==> config.mk <==
export PLATFORM = sky130hd
export DESIGN_NAME = add_sub
export DESIGN_NICKNAME = d
export VERILOG_FILES = /design/src/rtl/alu_pkg.sv /design/src/rtl/add_sub_cla_adder.sv /design/src/rtl/add_sub.sv
export SDC_FILE = /design/constraint.sdc
export NUM_CORES = 1
export LEC_CHECK = 0
export CAP_MARGIN = 20
export CORE_ASPECT_RATIO = 0.7
export CORE_UTILIZATION = 45
export CTS_CLUSTER_SIZE = 40
export DETAILED_ROUTE_END_ITERATION = 6
export GPL_TIMING_DRIVEN = 0
export PLACE_DENSITY = 0.81
export SYNTH_ARGS = -nofsm -noshare
export SYNTH_HDL_FRONTEND = slang
export SYNTH_SLANG_ARGS = --single-unit
==> constraint.sdc <==
create_clock -name clk -period 7.6 [get_ports clk]
set_input_delay 2.28 -clock clk [delete_from_list [all_inputs] [get_ports clk]]
set_output_delay 2.28 -clock clk [all_outputs]
set_load 0.05 [all_outputs]
==> src/rtl/alu_pkg.sv <==
// Shared ALU datapath constants: operand width, alufn field positions and
// compare-unit encodings carried on alufn[2:1].
package alu_pkg;

    localparam int unsigned WIDTH_DEFAULT = 32;
    localparam int unsigned ALUFN_W       = 6;
    localparam int unsigned ALUFN_SUB_BIT = 0;
    localparam int unsigned CLA_GROUP_W   = 4;

    localparam logic [1:0] CMP_EQ = 2'b01;
    localparam logic [1:0] CMP_LT = 2'b10;
    localparam logic [1:0] CMP_LE = 2'b11;

    // Compare-unit selector lives on alufn[2:1]
    function automatic logic [1:0] alufn_cmp_field(input logic [ALUFN_W-1:0] fn);
        return fn[2:1];
    endfunction

endpackage

==> src/rtl/add_sub_cla_adder.sv <==
// WIDTH-bit carry-lookahead adder built from 4-bit lookahead groups chained
// through group generate/propagate. WIDTH must be a multiple of 4.
module cla_adder
    import alu_pkg::*;
#(
    parameter int unsigned WIDTH = WIDTH_DEFAULT
) (
    input  logic [WIDTH-1:0] a,
    input  logic [WIDTH-1:0] bx,
    input  logic             cin,
    output logic [WIDTH-1:0] sum,
    output logic             cout,
    output logic             c_msb
);

    localparam int unsigned NUM_GROUPS = WIDTH / CLA_GROUP_W;

    logic [WIDTH-1:0] w_g;
    logic [WIDTH-1:0] w_p;
    logic [WIDTH:0]   w_c;

    assign w_g = a & bx;
    assign w_p = a ^ bx;

    // Per-group lookahead carries; group carry-out from group G/P
    always_comb begin
        logic       v_cg;
        logic [3:0] v_g;
        logic [3:0] v_p;
        logic       v_gg;
        logic       v_gp;
        w_c  = '0;
        v_cg = cin;
        v_g  = '0;
        v_p  = '0;
        v_gg = 1'b0;
        v_gp = 1'b0;
        for (int grp = 0; grp < int'(NUM_GROUPS); grp++) begin
            v_g = w_g[grp*4 +: 4];
            v_p = w_p[grp*4 +: 4];
            w_c[grp*4]     = v_cg;
            w_c[grp*4 + 1] = v_g[0] | (v_p[0] & v_cg);
            w_c[grp*4 + 2] = v_g[1] | (v_p[1] & v_g[0]) | (v_p[1] & v_p[0] & v_cg);
            w_c[grp*4 + 3] = v_g[2] | (v_p[2] & v_g[1]) | (v_p[2] & v_p[1] & v_g[0])
                           | (v_p[2] & v_p[1] & v_p[0] & v_cg);
            v_gg = v_g[3] | (v_p[3] & v_g[2]) | (v_p[3] & v_p[2] & v_g[1])
                 | (v_p[3] & v_p[2] & v_p[1] & v_g[0]);
            v_gp = &v_p;
            v_cg = v_gg | (v_gp & v_cg);
        end
        w_c[WIDTH] = v_cg;
    end

    assign sum   = w_p ^ w_c[WIDTH-1:0];
    assign cout  = w_c[WIDTH];
    assign c_msb = w_c[WIDTH-1];

endmodule

==> src/rtl/add_sub.sv <==
// Registered 32-bit two's-complement adder/subtractor with Z/V/N flags;
// alufn[0] selects subtract, the remaining alufn bits are not decoded here.
module add_sub
    import alu_pkg::*;
#(
    parameter int unsigned WIDTH = WIDTH_DEFAULT
) (
    input  logic               clk,
    input  logic               rst_n,
    input  logic [ALUFN_W-1:0] alufn,
    input  logic [WIDTH-1:0]   a,
    input  logic [WIDTH-1:0]   b,
    output logic [WIDTH-1:0]   s,
    output logic               z,
    output logic               v,
    output logic               n
);

    logic             w_sub;
    logic [WIDTH-1:0] w_bx;
    logic [WIDTH-1:0] w_sum;
    logic             w_cout;
    logic             w_c_msb;
    logic             w_z;
    logic             w_v;
    logic             w_n;
    logic             w_unused_alufn;

    logic [WIDTH-1:0] r_s;
    logic             r_z;
    logic             r_v;
    logic             r_n;

    assign w_sub          = alufn[ALUFN_SUB_BIT];
    assign w_bx           = b ^ {WIDTH{w_sub}};
    assign w_unused_alufn = ^alufn[ALUFN_W-1:1];

    cla_adder #(
        .WIDTH (WIDTH)
    ) u_cla (
        .a     (a),
        .bx    (w_bx),
        .cin   (w_sub),
        .sum   (w_sum),
        .cout  (w_cout),
        .c_msb (w_c_msb)
    );

    // Signed overflow: carry into the sign bit disagrees with carry out of it
    assign w_v = w_cout ^ w_c_msb;
    assign w_z = ~|w_sum;
    assign w_n = w_sum[WIDTH-1];

    // Reset overrides any operand values, so X operands never reach the outputs
    always_ff @(posedge clk) begin
        if (!rst_n) begin
            r_s <= '0;
            r_z <= 1'b0;
            r_v <= 1'b0;
            r_n <= 1'b0;
        end else begin
            r_s <= w_sum;
            r_z <= w_z;
            r_v <= w_v;
            r_n <= w_n;
        end
    end

    assign s = r_s;
    assign z = r_z;
    assign v = r_v;
    assign n = r_n;

endmodule

# Word-level counts from Yosys, hierarchy flattened
# Index checks and enable logic that the tools add are counted.
op_classes:
  magnitude_cmp: 0
  multipliers: 0
  n_addsub: 0
  eq_ne: 0
  n_reduce_logical: 10
  div_mod_pow: 0
  bitwise: 205
  mux: 0
  shift: 0
ops:
  columns: ["cell", "n"]
  rows:
  - ["$and A1 B1 Y1", 120]
  - ["$xor A32 B32 Y32", 3]
  - ["$or A1 B1 Y1", 80]
  - ["$and A32 B32 Y32", 1]
  - ["$reduce_and A4 Y1", 8]
  - ["$reduce_or A32 Y1", 1]
  - ["$logic_not A1 Y1", 1]
  - ["$xor A1 B1 Y1", 1]
word_totals:
  reg_bits: 35
  out_inout_bits: 35
  memories: 0
  elab_cells: 219
  latch_bits: 0
  mem_bits_rw: 0
  rom_bits: 0

# Logic depth before layout (Yosys ltp)
logic_depth:
  depth_word: 24
  depth_mapped: 20

# Modules after synthesis
# A second synthesis with hierarchy kept.
unflattened:
  cells_unflattened: 281
  hier_area_um2: 2681.3
by_module_without_submodules:
  columns: ["mod", "instances", "area_per_inst_um2", "seq_area_each_um2", "cells_each"]
  rows:
  - ["cla_adder", 1, 1373.8, 0.0, 161]
  - ["add_sub", 1, 1307.5, 680.7, 120]

# Worst setup path after synthesis
# Ideal clock, no wire load.
synth_path:
  path_type: "in2reg"
  from: "input alufn[0]"
  to: "register r_z, in the netlist z"
  setup_slack_ns: 0.515
  n_path_buf: 2
  arrival_ns: 6.982
  required_time_ns: 7.497
  path_stages: 20
  cell_sequence: "clkbuf_1 > buf_1 > xor2_1 > ha_1 > nand4_2 > o221ai_1 > a22oi_2 > or3_1 > a21oi_2 > or3_2 > a31oi_1 > fa_1 > nand4_1 > a2111oi_0 > nand2_1 > nor4_1 > o2111ai_1 > a2111oi_4 > nand4b_1 > a2111oi_2"
synth_via:
  elab_chain_len: 24
  elab_cells_between_ends: 203
synth_rtl:
  columns: ["item", "line_no", "rtl"]
  rows:
  - ["start, declared", "add_sub.sv:10", "input logic [ALUFN_W-1:0] alufn,"]
  - ["$xor A32 B32 Y32", "add_sub.sv:35", "assign w_bx = b ^ {WIDTH{w_sub}};"]
  - ["$xor A32 B32 Y32 / $and A32 B32 Y32 (equally long branches)", "add_sub_cla_adder.sv:23, add_sub_cla_adder.sv:22", null]
  - ["$and A1 B1 Y1, on equally long branches", "add_sub_cla_adder.sv:46, add_sub_cla_adder.sv:47", null]
  - ["$or A1 B1 Y1, or another cell as far along", "add_sub_cla_adder.sv:46", "v_gg = v_g[3] | (v_p[3] & v_g[2]) | (v_p[3] & v_p[2] & v_g[1])"]
  - ["$or A1 B1 Y1 / $and A1 B1 Y1 (equally long branches)", "add_sub_cla_adder.sv:46, add_sub_cla_adder.sv:47", null]
  - ["$or A1 B1 Y1", "add_sub_cla_adder.sv:47", "| (v_p[3] & v_p[2] & v_p[1] & v_g[0]);"]
  - ["$or A1 B1 Y1", "add_sub_cla_adder.sv:49", "v_cg = v_gg | (v_gp & v_cg);"]
  - ["$and A1 B1 Y1", "add_sub_cla_adder.sv:49", null]
  - ["[8 not listed]", null, null]
  - ["$or A1 B1 Y1", "add_sub_cla_adder.sv:49", null]
  - ["$and A1 B1 Y1", "add_sub_cla_adder.sv:49", null]
  - ["$or A1 B1 Y1", "add_sub_cla_adder.sv:49", null]
  - ["$and A1 B1 Y1, on equally long branches", "add_sub_cla_adder.sv:42, add_sub_cla_adder.sv:43, add_sub_cla_adder.sv:45", null]
  - ["$or A1 B1 Y1, on equally long branches", "add_sub_cla_adder.sv:42, add_sub_cla_adder.sv:43, add_sub_cla_adder.sv:45", null]
  - ["$xor A32 B32 Y32 (*)", "add_sub_cla_adder.sv:54", "assign sum = w_p ^ w_c[WIDTH-1:0];"]
  - ["$reduce_or A32 Y1 (*)", "add_sub.sv:51", "assign w_z = ~|w_sum;"]
  - ["$logic_not A1 Y1 (*)", "add_sub.sv:51", null]
  - ["end signal, assigned", "add_sub.sv:63", "r_z <= w_z;"]
  - ["end, declared", "add_sub.sv:30", "logic r_z;"]
# Mark *: on every way between the ends. The rest lies on a longest branch, timed or not.
# A chain may end at the register's enable or synchronous reset.

# Worst setup path in the final report
# Ends and elaborated chain as after synthesis.

==> summary.txt <==
Synthesis
  – Sequential area share after synthesis: 23.43%
  – Syn avg cell area: 8.885 um^2
  – Syn Inst Count: 327
  – Mapped Nets: 438
  – Register bit count reported by yosys: 34
  – Most used DFF post-synth: dfxtp_1
  – Netlist Area Pre-Place: 2905 um^2
  – Unique masters post-synth: 59
  – Async S/R FF share, synth: 0%
  – Post-synth EDFFs: 0
  – Syn. warnings: 0

Floorplan
  – Rows: 24
  – Area of the die: 6786 um^2
  – Core area: 6216 um^2
  – Die W: 98.04 um
  – IO Pins: 107
  – Initial Util: 46.74%
  – Die height: 69.23 um

Detailed routing
  – Routed Wire Length: 8.152 mm
  – Post-route ant nets: 0
  – Per-cell routed wire length: 15.83 um
  – Via count: 2834
  – Router iterations before antenna repair: 7
  – DR iter-0 viols: 154
  – # DRC: 9
  – Via/cell ratio: 5.503

Clocking
  – Clock Sinks: 34
  – Hold-fix buffers, CTS: 0
  – CTS Buffer Depth: 2
  – Clk root buf: clkbuf_8
  – H-tree levels: 2
  – Num CTS Buffers: 5
  – Reg clk slew, reported paths: 0.07 ns
  – CTS tree: done

Finish
  – Area Overhead vs Synth: 44.49%
  – FILL cells: 490
  – Commonest non-fill, non-tap cell in the layout: clkdlybuf4s50_1
  – Share of cells above drive strength 1: 9.611%
  – Most frequent cells in the layout: 101 x clkdlybuf4s50_1, 39 x xor2_1, 34 x dfxtp_1, 30 x ha_1, 27 x nor2_1
  – Cell Count, Final, Fillers Out: 515
  – Reg area: 680.7 um^2
  – Number of diodes: 0
  – Design area: 4198 um^2
  – Area occupied by multi-input gates: 2167 um^2
  – Nets: 548

Global route
  – Initial antenna violation count: 0
  – Global-route wire length before repair: 13.05 mm
  – Vias in the first global route: 2804
  – Pin count of the biggest net entering global routing: 11
  – Global routing usage on met2: 39.51%
  – GRT met3 Usage: 5.242%
  – Grt peak-use layer: met2
  – Total GRT Usage: 24.51%
  – Met1 usage: 32.72%
  – Grt total ovfl: 0

Worst setup path
  – CP Launch Point: alufn[0]
  – CP Class: in -> reg
  – Crit path DAT: 7.49 ns
  – CP Launch Type: input pin
  – Critical Path Sink Type: register
  – Worst-path maximum fanout: 10
  – Data required, critical path: 7.79 ns

STA
  – Worst slew pin tran: 0.5868 ns
  – RSZ-0062 raised after global routing: no
  – Final Hold Vio Count: 0
  – Slew Viols, Final: 0
  – Final period util: 96.06%
  – Final setup fails: 0
  – Max transition margin: 60.88%
  – Minimum clock period: 7.300 ns
  – Fmax: 137.0 MHz

Placed design
  – Placed insts: 506
  – Post-DP HPWL: 6.478 mm
  – Placed cell area: 4014 um^2
  – Port Buf Inserts: 101
  – GPL Wtd Cong: 0.9265

Run status
  – Status: complete, but fails checks
  – Failing checks: design-rule violations

Power and ir drop
  – Pwr per Cell Area: 205.9 nW/um^2
  – Maximum vdd drop: 0.0001029 V
  – Leak: 0.001782 uW

Hold path
  – HP Start: a[31]
  – HP Class: in -> reg

Flow run
  – Max Cap Violations: 0
worst max-delay path, cell delays in order:
cell	delay [ns]
clkdlybuf4s50_1	0.49
buf_6	0.19
clkbuf_8	0.19
xor2_1	0.17
ha_2	0.40
o21ai_1	0.14
nor3_2	0.28
a22oi_2	0.17
or3_4	0.44
a21oi_4	0.17
or3_2	0.18
a31oi_2	0.10
fa_1	0.54
nand4_1	0.14
a2111oi_2	0.31
nand2_1	0.11
nor4_2	0.23
o2111ai_2	0.21
a2111oi_4	0.21
nand4b_1	0.18
a2111oi_2	0.35
final cells by class:
cell class | count | area share [%]
Multi-Input combinational cell | 261 | 51.62
Timing Repair Buffer | 103 | 24.44
Tap cell | 78 | 2.325
Buffer | 8 | 1.431
Clock buffer | 7 | 1.818
Sequential cell | 34 | 16.21
Inverter | 24 | 2.146
report_power, final:
group	internal, uW	total (uW)	switching (uW)	leakage (uW)
Combinational	206	512	306	0.00146
Sequential	211	222	10.7	0.000283
Clock	63.1	131	67.5	0.0000383
path summary, 6_finish.rpt:
path | endpoint | slack, ns | cells after the start
max | z | 0.30 | 21
min | v | 2.78 | 4
synth_stat cells (all sizes together), types with 4 or more instances:
master / count / area [um^2]
a211oi: 4 / 35.03
a21o: 9 / 67.56
a21oi: 19 / 102.6
and2: 14 / 88.84
clkbuf: 5 / 18.77
dfxtp: 34 / 680.7
fa: 7 / 140.1
ha: 32 / 400.4
inv: 24 / 90.09
nand2: 17 / 63.81
nand4: 4 / 31.28
nor2: 27 / 101.4
nor3: 12 / 65.06
nor4: 6 / 37.54
o21a: 4 / 30.03
o21ai: 8 / 40.04
or3: 5 / 37.54
xnor2: 14 / 122.6
xor2: 39 / 341.6
stage by stage:
stage / util (%) / setup TNS, ns / total power, uW / hold slack (ns) / setup WS (ns)
2_1_floorplan: - / 0 / 560.0 / 2.426 / 0.5151
3_3_place_gp: 64.57 / -0.9727 / 706.9 / 3.054 / -0.9727
3_5_place_dp: 64.57 / -1.024 / 717.7 / 3.077 / -1.024
4_1_cts: 66.43 / 0 / 852.2 / 2.777 / 0.009662
5_1_grt: 67.53 / 0 / 909.6 / 2.795 / 0.01201
6_report: 67.53 / 0 / 864.4 / 2.781 / 0.2995
sequential cells by signal, indices dropped and copies added (netlist names):
signal and count:
z 1, s 32, v 1
logic make-up after synthesis:
| group | synth area share [%] |
|---|---|
| AO/OA/AOI/OAI | 18.95 |
| XOR/XNOR | 15.98 |
| adder cells (fa/ha/maj) | 18.60 |
| buffers and inverters | 4.264 |
| flip-flops | 23.43 |
| multiplexers | 1.077 |
| AND/OR/NAND/NOR | 17.70 |
layer usage:
metal  wire length [um]  vias to the layer above
met1               3671                     1323
met5                  0                        -
li1                   -                     1366
met3                726                       15
met4                127                        0
met2               3626                      130
repair_timing:
| item | CTS | global route |
|---|---|---|
| gates resized for setup | 11 | 15 |
| pin swaps | 0 | 4 |
| setup endpoints to repair | 1 | 1 |
| setup buffers | 0 | 2 |
Note: power is estimated with default switching activity, not from simulation.
